`src/rtl/ecall_status_tx.sv`:
```
// Captures end-of-test status when an ecall retires in write-back and streams it
// to the host as a 7-byte frame (header, status, two 16-bit counters, XOR checksum).
module ecall_status_tx #(
    parameter int          CNT_W = 16,
    parameter logic [7:0]  HDR   = 8'hA5
) (
    input  logic             i_clk,
    input  logic             i_arstn,
    input  logic             i_ecall_instr,
    input  logic             i_a0_reg_lsb,
    input  logic [3:0]       i_cause,
    input  logic [CNT_W-1:0] i_branch_total,
    input  logic [CNT_W-1:0] i_branch_mispred,
    output logic [7:0]       o_tx_data,
    output logic             o_tx_valid,
    input  logic             i_tx_ready,
    output logic             o_halt,
    output logic             o_done
);

    localparam logic [1:0] ST_IDLE = 2'd0;
    localparam logic [1:0] ST_SEND = 2'd1;
    localparam logic [1:0] ST_DONE = 2'd2;

    logic [1:0]       r_state;
    logic [2:0]       r_idx;
    logic             r_a0;
    logic [3:0]       r_cause;
    logic [CNT_W-1:0] r_total;
    logic [CNT_W-1:0] r_mispred;
    logic [7:0]       r_csum;
    logic             r_halt;

    logic [7:0]       w_status_in;
    logic [7:0]       w_csum_in;
    logic [7:0]       w_byte;
    logic             w_accept;

    assign w_status_in = {3'b000, i_cause, i_a0_reg_lsb};
    // Checksum is taken from the same values that land in the snapshot, so it matches the frame.
    assign w_csum_in   = HDR ^ w_status_in
                       ^ i_branch_total[7:0]   ^ i_branch_total[15:8]
                       ^ i_branch_mispred[7:0] ^ i_branch_mispred[15:8];

    assign w_accept = (r_state == ST_SEND) && i_tx_ready;

    always_comb begin
        w_byte = '0;
        case (r_idx)
            3'd0:    w_byte = HDR;
            3'd1:    w_byte = {3'b000, r_cause, r_a0};
            3'd2:    w_byte = r_total[7:0];
            3'd3:    w_byte = r_total[15:8];
            3'd4:    w_byte = r_mispred[7:0];
            3'd5:    w_byte = r_mispred[15:8];
            3'd6:    w_byte = r_csum;
            default: w_byte = '0;
        endcase
    end

    always_ff @(posedge i_clk or negedge i_arstn) begin
        if (!i_arstn) begin
            r_state   <= ST_IDLE;
            r_idx     <= '0;
            r_a0      <= 1'b0;
            r_cause   <= '0;
            r_total   <= '0;
            r_mispred <= '0;
            r_csum    <= '0;
            r_halt    <= 1'b0;
        end else begin
            case (r_state)
                ST_IDLE: begin
                    if (i_ecall_instr) begin
                        r_a0      <= i_a0_reg_lsb;
                        r_cause   <= i_cause;
                        r_total   <= i_branch_total;
                        r_mispred <= i_branch_mispred;
                        r_csum    <= w_csum_in;
                        r_idx     <= '0;
                        r_halt    <= 1'b1;
                        r_state   <= ST_SEND;
                    end
                end
                ST_SEND: begin
                    if (w_accept) begin
                        if (r_idx == 3'd6) begin
                            r_idx   <= '0;
                            r_state <= ST_DONE;
                        end else begin
                            r_idx <= r_idx + 3'd1;
                        end
                    end
                end
                ST_DONE: r_state <= ST_DONE;
                default: r_state <= ST_IDLE;
            endcase
        end
    end

    // Outputs decode registered state only; no input reaches an output combinationally.
    assign o_tx_valid = (r_state == ST_SEND);
    assign o_tx_data  = (r_state == ST_SEND) ? w_byte : '0;
    assign o_halt     = r_halt;
    assign o_done     = (r_state == ST_DONE);

endmodule

```
`config.mk`:
```
export PLATFORM = sky130hd
export DESIGN_NAME = ecall_status_tx
export DESIGN_NICKNAME = d
export VERILOG_FILES = /design/src/rtl/ecall_status_tx.sv
export SDC_FILE = /design/constraint.sdc
export NUM_CORES = 1
export LEC_CHECK = 0
export CAP_MARGIN = 20
export CORE_ASPECT_RATIO = 1.25
export CORE_UTILIZATION = 45
export DETAILED_ROUTE_END_ITERATION = 8
export PLACE_DENSITY = 0.76
export RECOVER_POWER = 50
export SYNTH_ARGS = -nofsm -noshare
export SYNTH_HDL_FRONTEND = slang
export SYNTH_SLANG_ARGS = --single-unit
```
`constraint.sdc`:
```
create_clock -name i_clk -period 2.97 [get_ports i_clk]
set_clock_uncertainty 0.15 [all_clocks]
set_input_delay 0.594 -clock i_clk [delete_from_list [all_inputs] [get_ports i_clk]]
set_output_delay 0.594 -clock i_clk [all_outputs]
set_load 0.005 [all_outputs]
```
==> flow_metrics.py, run 1 <==
metrics = {
    "route": {
        "drc": 4,
        "wl_per_cell_um": 15.34,
        "drt_wl_total_um": 5432,
        "ant_nets": 0,
        "drt_first_iter_violations": 77,
        "firstDrtPassIters": 6,
        "avgViaCountPerCell": 5.446,
        "vias": 1928,
    },
    "grt": {
        "grt_max_degree": 29,
        "antenna_found_initial": 0,
        "groute.usage.overall_pct": 18.81,
        "grt_pass1_wl_um": 9087,
        "first_global_vias": 1921,
        "grt_remaining_overflow": 0,
    },
    "synthesis": {
        "syn_area_per_cell_um2": 11.65,
        "yosys_register_bits": 51,
        "post-synth-top-area-cell": "dfrtp_1",
        "ys_seq_area_share_pct": 48.05,
        "syn-num-nets": 274,
        "netlist_area_um2": 2656,
        "synth_top_area_share_pct": 48.05,
        "synth_area_leaders": "dfrtp_1, mux2_2, xnor2_1, nand2_1, o21ai_0",
        "synthCells": 228,
        "ys_warn_count": 0,
        "synth.distinct_cells": 32,
    },
    "die": {
        "core-area_um2": 5555,
        "initial_core_util_pct": 47.82,
        "dieWidth_um": 70.72,
        "dieArea_um2": 6216,
        "rows": 30,
        "io_pins": 52,
        "dieHeight_um": 87.90,
    },
    "timing": {
        "fin_ws_ns": 0.08700,
        "min_period_ns": 2.883,
        "hold_violations": 0,
        "report.final.slew_viol_count": 0,
        "whs_ns": 0.2544,
        "maxSlewHeadroom_pct": 13.27,
        "rsz0062_at_grt": "yes",
        "max_freq_mhz": 346.9,
        "worst_pin_slew_ns": 1.301,
        "final-setup-viol-count": 0,
        "post-route-period-util_pct": 97.07,
        "fin_tns_setup_ns": 0,
    },
    "power": {
        "ir_drop_v": 0.0003873,
        "p_leak_nw": 1.406,
        "combinationalPowerShare_pct": 44.6,
        "p_total_mw": 2.900,
        "power.switching_mw": 0.9564,
        "power_density_nw_per_um2": 847.2,
        "p_clk_share_pct": 13.0,
        "sw_frac_of_total_pct": 32.98,
        "p_seq_share_pct": 42.4,
        "p_int_mw": 1.944,
    },
    "worst_setup_path": {
        "worstPathRequired_ns": 2.23,
        "path_max_fanout": 13,
        "critPathKind": "reg -> out",
        "reg2reg_depth": 5,
        "start_kind": "flop",
        "worst_ep_arrival_time_ns": 2.14,
        "r2r_end": "r_mispred[9]$_DFFE_PN0P_",
        "reg2reg_from": "r_state[0]$_DFFE_PN0P_",
        "cp-end-kind": "output pin",
        "rrSetupSlack_ns": 0.52,
    },
    "finish": {
        "multi_input_area_um2": 1338,
        "layout.cells.most_common": "dfrtp_1",
        "fin_area_um2": 3423,
        "layout_common_cells": "dfrtp_1, mux2_2, clkdlybuf4s50_1, xnor2_1, nand2_1",
        "diodes": 0,
        "drive_above_1_share_pct": 25.86,
        "fillCellCount": 478,
        "regArea_um2": 1277,
        "final_util_pct": 61.62,
        "syn2layout_area_growth_pct": 28.87,
        "fin_cells": 354,
        "nNetsFinal": 336,
    },
    "placed_design": {
        "gp_congestion": 0.8069,
        "dp_slack_ns": 0.07872,
        "dp_hpwl_um": 4004,
        "io_buffers": 51,
        "placed_cell_area_um2": 3251,
        "dp.cells": 341,
    },
    "outcome": {
        "status": "finished, violations left",
        "violations": "design-rule violations",
    },
    "clock_tree": {
        "clock_sinks": 51,
        "htreeDepth": 2,
        "clk_pin_slew_ns": 0.09,
        "holdBufCountCts": 0,
        "cts_root_buf": "clkbuf_8",
        "cts_tree": "done",
        "cts_buffer_depth": 2,
        "insertion_delay_ns": 0.30,
        "cts_made_buffers": 5,
    },
    "hold_path": {
        "hp-class": "in -> async",
    },
    "job": {
        "drv_cap": 0,
    },
}
## flip-flops by register name, indices dropped and copies added, names as in the netlist
name and count:
o_halt 1, r_a0 1, r_cause 4, r_csum 8, r_idx 3, r_mispred 16, r_state 2, r_total 16
## synthesized netlist by cell type (all sizes together)
library cell,number
o2bb2ai,2
buf,9
mux2,48
nand3,1
xor2,5
o21ai,16
a21oi,1
nor2b,5
o22a,1
o21a,2
o22ai,1
a22o,2
inv,7
nor2,8
a31oi,1
nand2b,2
and3b,1
xnor2,24
a22oi,5
nand2,22
clkbuf,1
a32oi,1
a21o,1
ha,5
dfrtp,51
a222oi,3
a41oi,3
## area by class of cell
cell class,instances,area share (%)
sequential,51,37.32
clock inverter,2,0.4020
tap,64,2.339
multi-input combinational,160,39.07
timing repair buffer,65,18.09
inverter,7,0.7675
clock buffer,5,2.010
## worst max-delay path by stage
stage                               startpoint      endpoint  slack [ns]  cells after the start
after floorplan           r_idx[2]$_DFFE_PN0P_  o_tx_data[0]        0.66                      8
after global placement    r_idx[1]$_DFFE_PN0P_  o_tx_data[2]        0.13                      6
after detailed placement  r_idx[1]$_DFFE_PN0P_  o_tx_data[2]        0.08                      6
after CTS                 r_idx[1]$_DFFE_PN0P_  o_tx_data[0]       0.008                      7
after global routing      r_idx[1]$_DFFE_PN0P_  o_tx_data[3]       -0.07                      7
final                     r_idx[0]$_DFFE_PN0P_  o_tx_data[1]        0.09                      6
## per-layer routing
layer  GRT usage (%)  wire length [um]  up-vias  part of all wire (%)
li1                -                 -      917                     -
met1           24.05              2308      950                    42
met2           32.43              2820       52                    52
met3           2.992               197        9                   3.6
met4           6.909               107        0                   2.0
met5               0                 0        -                     0
## power groups by stage
stage | clock [mW] | sequential, mW | combinational (mW)
global route | 0.422 | 1.27 | 1.43
detailed placement | 0 | 1.24 | 1.22
finish | 0.378 | 1.23 | 1.29
global placement | 0 | 1.22 | 1.20
floorplan | 0 | 1.17 | 0.891
CTS | 0.390 | 1.23 | 1.24
## logic make-up after synthesis
logic type / Yosys count / synth area share, %
simple gates: 39 / 6.500
mux: 48 / 20.49
xor+xnor: 29 / 9.562
buf+inv: 17 / 3.014
flops: 51 / 48.05
compound gates: 39 / 10.03
fa+ha+maj: 5 / 2.355
## worst max-delay path, stage by stage, from the launching register on
cell and delay [ns]:
dfrtp_1 0.39, buf_4 0.19, nor2b_2 0.29, nand2_1 0.09, a21o_1 0.20, a31oi_1 0.17
clkdlybuf4s50_1 0.52
## repair_timing
action | 4_1_cts | 5_1_grt
pin swaps | 0 | 3
buffers inserted | 0 | 6
gates cloned | 0 | 0
hold endpoints to repair | 0 | 0
setup endpoints to repair | 8 | 8
gates resized for setup | 5 | 9
Note: power is estimated with default switching activity, not from simulation.
==> run 2, diff against run 1 <==
Settings changed: CTS_CLUSTER_DIAMETER set to 120.
==> results of run 2 <==
The final DEF is identical to that of run 1; final timing and power are the same.
==> run 3, diff against run 2 <==
==> constraint.sdc (replaced) <==
create_clock -name i_clk -period 2.97 [get_ports i_clk]
set_clock_uncertainty 0.15 [all_clocks]
set_input_delay 0.4455 -clock i_clk [delete_from_list [all_inputs] [get_ports i_clk]]
set_output_delay 0.4455 -clock i_clk [all_outputs]
set_load 0.005 [all_outputs]
==> flow_metrics.py, run 3 (synthesis gave the netlist of run 1 again) <==
metrics = {
    "outcome": {
        "status": "finished, violations left",
        "violations": "design-rule violations",
    },
    "worst_setup_path": {
        "worstPathRequired_ns": 2.37,
        "r2r_end": "r_total[15]$_DFFE_PN0P_",
        "rrSetupSlack_ns": 0.76,
        "reg2reg_from": "r_state[0]$_DFFE_PN0P_",
        "reg2reg_depth": 5,
        "worst_ep_arrival_time_ns": 2.20,
        "critPathKind": "reg -> out",
        "start_kind": "flop",
        "cp-end-kind": "output pin",
        "crit_path_start": "r_idx[1]$_DFFE_PN0P_",
        "path_max_fanout": 15,
    },
    "clock_tree": {
        "cts_root_buf": "clkbuf_8",
        "cts_buffer_depth": 2,
        "cts_setup_buffers": 0,
        "cts_made_buffers": 5,
        "clock_sinks": 51,
        "htreeDepth": 2,
        "clk_pin_slew_ns": 0.09,
        "cts_tree": "done",
        "insertion_delay_ns": 0.30,
    },
    "placed_design": {
        "gp_congestion": 0.8103,
        "placed_cell_area_um2": 3248,
        "dp_hpwl_um": 3898,
        "io_buffers": 51,
    },
    "route": {
        "avgViaCountPerCell": 5.571,
        "ant_nets": 0,
        "top_layer_used": "met4",
        "wl_met3_um": 208,
        "met2_length_um": 2716,
        "drt_wl_total_um": 5277,
        "firstDrtPassIters": 6,
        "drt_first_iter_violations": 107,
        "vias": 1933,
        "wl_per_cell_um": 15.21,
        "drc": 4,
        "wl_met1_um": 2258,
    },
    "die": {
        "dieHeight_um": 87.90,
        "core-area_um2": 5555,
        "dieArea_um2": 6216,
        "rows": 30,
        "io_pins": 52,
        "dieWidth_um": 70.72,
        "initial_core_util_pct": 47.82,
    },
    "timing": {
        "hold_violations": 0,
        "report.final.slew_viol_count": 0,
        "worst_pin_slew_ns": 1.430,
        "final-setup-viol-count": 0,
        "maxSlewHeadroom_pct": 4.669,
        "min_period_ns": 2.800,
        "rsz0062_at_grt": "no",
        "post-route-period-util_pct": 94.26,
        "fin_tns_setup_ns": 0,
        "max_freq_mhz": 357.2,
    },
    "power": {
        "sw_frac_of_total_pct": 31.69,
        "p_clk_share_pct": 16.0,
        "ir_drop_v": 0.0004717,
        "p_leak_nw": 1.353,
        "combinationalPowerShare_pct": 42.5,
        "power_density_nw_per_um2": 867.3,
        "p_int_mw": 1.995,
        "p_seq_share_pct": 41.5,
        "power.switching_mw": 0.9254,
    },
    "finish": {
        "fillCellCount": 500,
        "final_util_pct": 60.61,
        "nNetsFinal": 329,
        "multi_input_area_um2": 1309,
        "layout_common_cells": "dfrtp_1, clkdlybuf4s50_1, mux2_2, xnor2_1, nand2_1",
        "fin_area_um2": 3367,
        "regArea_um2": 1276,
        "syn2layout_area_growth_pct": 26.75,
        "drive_above_1_share_pct": 22.61,
        "diodes": 0,
        "layout.cells.most_common": "dfrtp_1",
        "reg_top3": "r_mispred: 16 flops, r_total: 16 flops, r_csum: 8 flops",
    },
    "grt": {
        "antenna_found_initial": 0,
        "grt_pass1_wl_um": 8776,
        "first_global_vias": 1887,
        "grt_remaining_overflow": 0,
        "grt_max_degree": 29,
        "groute.usage.overall_pct": 18.22,
    },
    "hold_path": {
        "worstHoldPathCells": 1,
        "min_to": "o_halt$_DFFE_PN0P_",
        "worstHoldStart": "o_halt$_DFFE_PN0P_",
        "hp-class": "reg -> reg",
    },
    "job": {
        "drv_cap": 0,
    },
}
run 3: repair_timing:
| action | in CTS | in global routing |
|---|---|---|
| hold buffers | 1 | 0 |
| endpoints found under the setup margin | 5 | 4 |
| endpoints found under the hold margin | 6 | 0 |
| pin swaps | 0 | 0 |
| gates resized for setup | 1 | 3 |
run 3: layout make-up:
type / count / area share, %
clock buffers: 6 / 2.155
clock inverters: 1 / 0.8919
inverters: 7 / 0.7804
multi-input cells: 160 / 38.87
flip-flops and latches: 51 / 37.90
well taps: 64 / 2.378
repair buffers: 58 / 17.02
run 3: worst max path at each step:
stage,endpoint,slack (ns),cells past startpoint
finish,o_tx_data[3],0.17,6
global route,o_tx_data[4],0.03,6
CTS,o_tx_data[2],0.09,5
detailed placement,o_tx_data[2],0.29,5
global placement,o_tx_data[2],0.31,6
floorplan,o_tx_data[0],0.81,8
run 3: stage by stage:
| step | worst slack (ns) | instances | power [mW] | hold slack, ns |
|---|---|---|---|---|
| 2_1_floorplan | 0.8096 | 228 | 2.057 | -0.00009107 |
| 3_3_place_gp | 0.3147 | 339 | 2.425 | 0.3044 |
| 3_5_place_dp | 0.2892 | 339 | 2.464 | 0.3053 |
| 4_1_cts | 0.09492 | 347 | 2.938 | 0.3303 |
| 5_1_grt | 0.02805 | 347 | 3.126 | 0.3509 |
| 6_report | 0.1704 | 347 | 2.920 | 0.3219 |
run 3: critical path, cell delays in order, from the launching register on:
cell and delay, ns:
dfrtp_1 0.36, buf_4 0.21, mux2_2 0.35, a222oi_1 0.31, o21a_1 0.16, nor2_1 0.05
clkdlybuf4s50_1 0.47
run 3: power groups by stage:
stage                     logic (mW)  registers, mW  clock network, mW
after detailed placement        1.24           1.23                  0
after global placement          1.21           1.21                  0
final                           1.24           1.21              0.466
after global routing            1.37           1.25              0.502
after CTS                       1.25           1.21              0.479
after floorplan                0.891           1.17                  0
run 3: per-layer routing:
metal / vias up / GRT usage (%)
met3: 9 / 3.567
met5: - / 0
met1: 962 / 22.67
met2: 49 / 31.99
met4: 0 / 6.000
li1: 913 / -
